<file path="config.mk">
export PLATFORM = sky130hd
export DESIGN_NAME = cen_frac_gen
export DESIGN_NICKNAME = d
export VERILOG_FILES = /design/src/rtl/cen_frac_gen.sv
export SDC_FILE = /design/constraint.sdc
export NUM_CORES = 1
export LEC_CHECK = 0
export BUFFER_PORTS_ARGS = -buffer_cell sky130_fd_sc_hd__buf_2
export CORE_ASPECT_RATIO = 0.9
export CORE_UTILIZATION = 30
export CTS_CLUSTER_SIZE = 30
export DETAILED_ROUTE_END_ITERATION = 16
export GPL_TIMING_DRIVEN = 1
export PLACE_DENSITY_LB_ADDON = 0.25
export SLEW_MARGIN = 25
export SYNTH_ARGS = -nofsm -noshare
export SYNTH_HDL_FRONTEND = slang
export SYNTH_SLANG_ARGS = --single-unit
</file>
<file path="constraint.sdc">
create_clock -name clk_sys -period 10.4 [get_ports clk_sys]
set_input_delay 0.52 -clock clk_sys [delete_from_list [all_inputs] [get_ports clk_sys]]
set_output_delay 0.52 -clock clk_sys [all_outputs]
set_load 0.05 [all_outputs]
</file>
<file path="src/rtl/cen_frac_gen.sv">
// rtl/cen_frac_gen.sv - fractional clock-enable generator, CHANNELS independent num/den accumulators
// Optional per-channel pulse counters enabled by defining CEN_FRAC_GEN_COUNT_EN.
module cen_frac_gen #(
    parameter int CHANNELS = 4,
    parameter int ACC_W    = 16,
    parameter int DEF_NUM  = 1,
    parameter int DEF_DEN  = 6
) (
    input  logic                clk_sys,
    input  logic                reset_n,
    input  logic                cfg_wr,
    input  logic [2:0]          cfg_ch,
    input  logic [ACC_W-1:0]    cfg_num,
    input  logic [ACC_W-1:0]    cfg_den,
    input  logic                sync,
    input  logic                pause,
    output logic [CHANNELS-1:0] cen,
    input  logic [2:0]          cnt_sel,
    output logic [15:0]         cnt_q
);

`ifdef CEN_FRAC_GEN_COUNT_EN
    logic [15:0] pcnt [CHANNELS];
`endif

    for (genvar n = 0; n < CHANNELS; n++) begin : g_ch
        logic [ACC_W-1:0] num_d, num_q;
        logic [ACC_W-1:0] den_d, den_q;
        logic [ACC_W-1:0] acc_d, acc_q;
        logic             cen_d, cen_q;
        logic [ACC_W:0]   sum;
        logic [ACC_W:0]   diff;
        logic             valid;
        logic             cfg_hit;

        assign cfg_hit = cfg_wr && (cfg_ch == 3'(n));
        assign valid   = (den_q != '0) && (num_q != '0) && (num_q <= den_q);
        assign sum     = {1'b0, acc_q} + {1'b0, num_q};
        assign diff    = sum - {1'b0, den_q};

        // Clears (cfg write, sync) take priority over pause so realignment works while frozen.
        always_comb begin
            num_d = num_q;
            den_d = den_q;
            acc_d = acc_q;
            cen_d = 1'b0;
            if (cfg_hit) begin
                num_d = cfg_num;
                den_d = cfg_den;
                acc_d = '0;
            end else if (sync) begin
                acc_d = '0;
            end else if (pause) begin
                acc_d = acc_q;
            end else if (!valid) begin
                acc_d = '0;
            end else if (sum >= {1'b0, den_q}) begin
                acc_d = diff[ACC_W-1:0];
                cen_d = 1'b1;
            end else begin
                acc_d = sum[ACC_W-1:0];
            end
        end

        always_ff @(posedge clk_sys or negedge reset_n) begin
            if (!reset_n) begin
                num_q <= ACC_W'(DEF_NUM);
                den_q <= ACC_W'(DEF_DEN);
                acc_q <= '0;
                cen_q <= 1'b0;
            end else begin
                num_q <= num_d;
                den_q <= den_d;
                acc_q <= acc_d;
                cen_q <= cen_d;
            end
        end

        assign cen[n] = cen_q;

`ifdef CEN_FRAC_GEN_COUNT_EN
        logic [15:0] pcnt_d, pcnt_q;

        // Counts pulses as they are issued, so the count already includes the visible cen cycle.
        always_comb begin
            pcnt_d = pcnt_q;
            if (cfg_hit) begin
                pcnt_d = '0;
            end else if (cen_d) begin
                pcnt_d = pcnt_q + 16'd1;
            end
        end

        always_ff @(posedge clk_sys or negedge reset_n) begin
            if (!reset_n) begin
                pcnt_q <= '0;
            end else begin
                pcnt_q <= pcnt_d;
            end
        end

        assign pcnt[n] = pcnt_q;
`endif
    end

`ifdef CEN_FRAC_GEN_COUNT_EN
    always_comb begin
        cnt_q = '0;
        for (int n = 0; n < CHANNELS; n++) begin
            if (cnt_sel == 3'(n)) begin
                cnt_q = pcnt[n];
            end
        end
    end
`else
    logic unused_cnt_sel;
    assign unused_cnt_sel = ^cnt_sel;
    assign cnt_q          = '0;
`endif

endmodule

</file>
==> impl_metrics.tcl <==
set metrics [dict create \
    use_met3 0.0307 \
    initial_core_util 0.304 \
    slew_headroom 0.412 \
    clk_pin_slew_ps 80 \
    fillerInstances 5290 \
    maxCapViolations 0 \
    grt.busiest_layer "met2" \
    reg2reg_depth 21 \
    synth_ff_type "dfrtp_1" \
    ios 63 \
    hold_violations 0 \
    post_cts_buffers 0 \
    cts.sinks 196 \
    holdBufCountCts 0 \
    r2r-start "g_ch[3].num_q[0]$_DFFE_PN1P_" \
    use_met2 0.273 \
    cts_max_path_buffers 2 \
    synthArstFlopShare 1.00 \
    outcome "finished clean" \
    hp-class "input port to asynchronous set/reset pin" \
    cts_tree "yes" \
    avgSynthCellArea_sq_um 9.17 \
    fin_cells 2405 \
    wl_per_cell_um 18.9 \
    viasPerCell 5.22 \
    layout_common_cells "ha_1 (192), dfrtp_1 (184), nand2_1 (137), o21ai_0 (135), inv_1 (115)" \
    seqPwrFrac 0.219 \
    drt-initial-drc-count 642 \
    p_per_area_nw_per_um2 302 \
    dpl.hpwl_mm 34.3 \
    grt_start_max_net_pins 96 \
    switching_share 0.471 \
    drc 0 \
    maxSlewViolCount 0 \
    gp_congestion 0.855 \
    syn_to_final_growth_pct 10.1 \
    final_common_cell "ha_1" \
    fmax_ghz 0.192 \
    crit_required_ps 10800 \
    die_h_um 217 \
    yosys_warnings 0 \
    start_kind "flop" \
    cts_buffers 17 \
    max-vdd-ir-drop_mv 0.161 \
    overflow 0 \
    drt_first_pass_iters 6 \
    r2r_end "g_ch[3].acc_q[10]$_DFFE_PN0P_" \
    grt_first_pass_wirelength_mm 71.3 \
    worst_setup_path_end_kind "flop" \
    syn_area_sq_um 15400 \
    syn_inst 1677 \
    fin_worst_skew_ps 10.2 \
    p_comb_frac 0.648 \
    dp.cells 2372 \
    cts-root-buf "clkbuf_16" \
    synth-seq-cells 196 \
    worstSkewPairLatency_ps 470 \
    die_w_um 241 \
    layout.area.seq_sq_um 4920 \
    setup_viol 0 \
    rsz0062_at_grt "false" \
    p_sw_mw 2.41 \
    fin_crit_sh 0.502 \
    die-area_sq_um 52200 \
    synth-edff-count 0 \
    nets 1955 \
    fin_crit_ps 5220 \
    ant_nets 0 \
    internal-power_mw 2.71 \
    worst_slew_pin_slew_ps 882 \
    multiInputGateArea_sq_um 9820 \
    post_cts_resized 0 \
    finalSetupTns_ps 0 \
    crit_type "flop to flop" \
    gr-usage-met1 0.259 \
    rrSetupSlack_ps 5180 \
    clkPwrFrac 0.133 \
    routed_wirelength_mm 45.4 \
    dr_total_vias 12500 \
    drive_gt1_frac 0.122 \
    worstPathArrival_ps 5620 \
    leakage_nw 7.86 \
    cp_max_fo 9 \
    cts_max_level 4 \
    synthDistinctLibCells 73 \
    seq_area_frac_synth 0.320 \
    gr-usage-all-layers 0.179 \
    core_area_sq_um 50600 \
    portBuffers 43 \
    num_rows 78 \
    grt_pass1_vias 12400 \
    grt_antenna_before_repair 3 \
]
## critical path, stage by stage, from the launching register on
cell and delay [ps]:
dfstp_2 570, ha_1 180, inv_1 60, fa_1 400, nor2b_1 130, o21ai_1 80, a21boi_1 250, o41a_1 280
a21o_1 180, a21o_1 120, a21oi_1 70, xnor2_1 210, ha_1 320, a21o_1 170, a21oi_1 170, o21ai_0 150
nor3_1 150, nor2_1 90, a211oi_2 560, nand2_1 550, nor2_1 290, a221o_1 180
## stage by stage
stage	hold slack [ps]	total power, mW	cell area, sq um	utilization	worst slack [ps]
global placement	467	4.36	16300	0.323	5200
detailed placement	477	4.41	16300	0.323	5170
global route	213	5.57	16900	0.335	4700
finish	151	5.12	16900	0.335	5180
CTS	187	5.12	16900	0.334	5160
floorplan	224	3.70	15400	-	6140
## flip-flops by register name, summed over array words and instances, names as in the netlist
name / count
g_ch.num_q: 64
g_ch.den_q: 64
g_ch.cen_q: 4
g_ch.acc_q: 64
## cell families (layout without fill, tap and decap cells)
| family | after synthesis | after routing | synth area share |
|---|---|---|---|
| buffers and inverters | 169 | 201 | 0.0472 |
| DFF | 196 | 196 | 0.320 |
| AOI/OAI and AO/OA | 454 | 454 | 0.191 |
| other | 1 | 17 | 0.000244 |
| muxes | 102 | 102 | 0.0735 |
| adders and majority gates | 200 | 200 | 0.167 |
| xor gates and xnor gates | 91 | 91 | 0.0518 |
| and+or+nand+nor | 464 | 464 | 0.150 |
## final cells by class
| class | instances | share of cell area |
|---|---|---|
| multi-input combinational | 1327 | 0.580 |
| antenna | 1 | 0.000148 |
| clock buffer | 17 | 0.0251 |
| timing repair buffer | 55 | 0.0197 |
| tap | 680 | 0.0502 |
| clock inverter | 14 | 0.00923 |
| inverter | 115 | 0.0255 |
| sequential | 196 | 0.290 |
## layer usage
metal | vias to the layer above | routed length (um)
li1 | 6182 | -
met1 | 6067 | 22600
met2 | 247 | 19900
met3 | 47 | 2280
met4 | 0 | 715
met5 | - | 0
## synthesized netlist by cell type, drive strengths merged, types with 8 or more instances
cell | count | area, sq um
a211oi | 15 | 118
and4 | 10 | 87.6
nand3 | 33 | 170
fa | 8 | 160
and3 | 18 | 114
a22o | 15 | 131
nor2b | 30 | 188
inv | 115 | 432
a21oi | 109 | 546
nor3 | 33 | 165
o21ai | 143 | 716
xnor2 | 68 | 596
dfrtp | 184 | 4600
nand4 | 36 | 231
o211ai | 8 | 60.1
mux2 | 88 | 991
a221o | 14 | 140
o21a | 21 | 158
dfstp | 12 | 315
o21bai | 9 | 67.6
and2 | 11 | 68.8
clkbuf | 30 | 113
a21o | 57 | 428
ha | 192 | 2400
a31oi | 9 | 56.3
buf | 24 | 181
nor2 | 89 | 342
nand2 | 137 | 514
nand2b | 16 | 100
nor4 | 36 | 225
xor2 | 23 | 201
mux2i | 14 | 140
## worst max-delay path by stage
stage / end / slack [ps] / from / cells after the start
global placement: g_ch[3].acc_q[10]$_DFFE_PN0P_ / 5200 / g_ch[3].num_q[0]$_DFFE_PN1P_ / 21
floorplan: g_ch[3].acc_q[10]$_DFFE_PN0P_ / 6140 / g_ch[3].num_q[0]$_DFFE_PN1P_ / 22
global route: g_ch[3].acc_q[10]$_DFFE_PN0P_ / 4700 / g_ch[3].num_q[0]$_DFFE_PN1P_ / 21
detailed placement: g_ch[3].acc_q[14]$_DFFE_PN0P_ / 5170 / g_ch[3].num_q[0]$_DFFE_PN1P_ / 21
CTS: g_ch[3].acc_q[10]$_DFFE_PN0P_ / 5160 / g_ch[3].num_q[0]$_DFFE_PN1P_ / 21
finish: g_ch[3].acc_q[10]$_DFFE_PN0P_ / 5180 / g_ch[3].num_q[0]$_DFFE_PN1P_ / 21
## power by group through the flow
| stage | sequential [mW] | clock [mW] | combinational, mW |
|---|---|---|---|
| finish | 1.12 | 0.680 | 3.32 |
| global route | 1.15 | 0.727 | 3.70 |
| CTS | 1.12 | 0.698 | 3.30 |
| detailed placement | 1.13 | 0 | 3.28 |
| global placement | 1.13 | 0 | 3.23 |
| floorplan | 1.06 | 0 | 2.64 |
No activity file was read; power rests on OpenSTA's default activity.
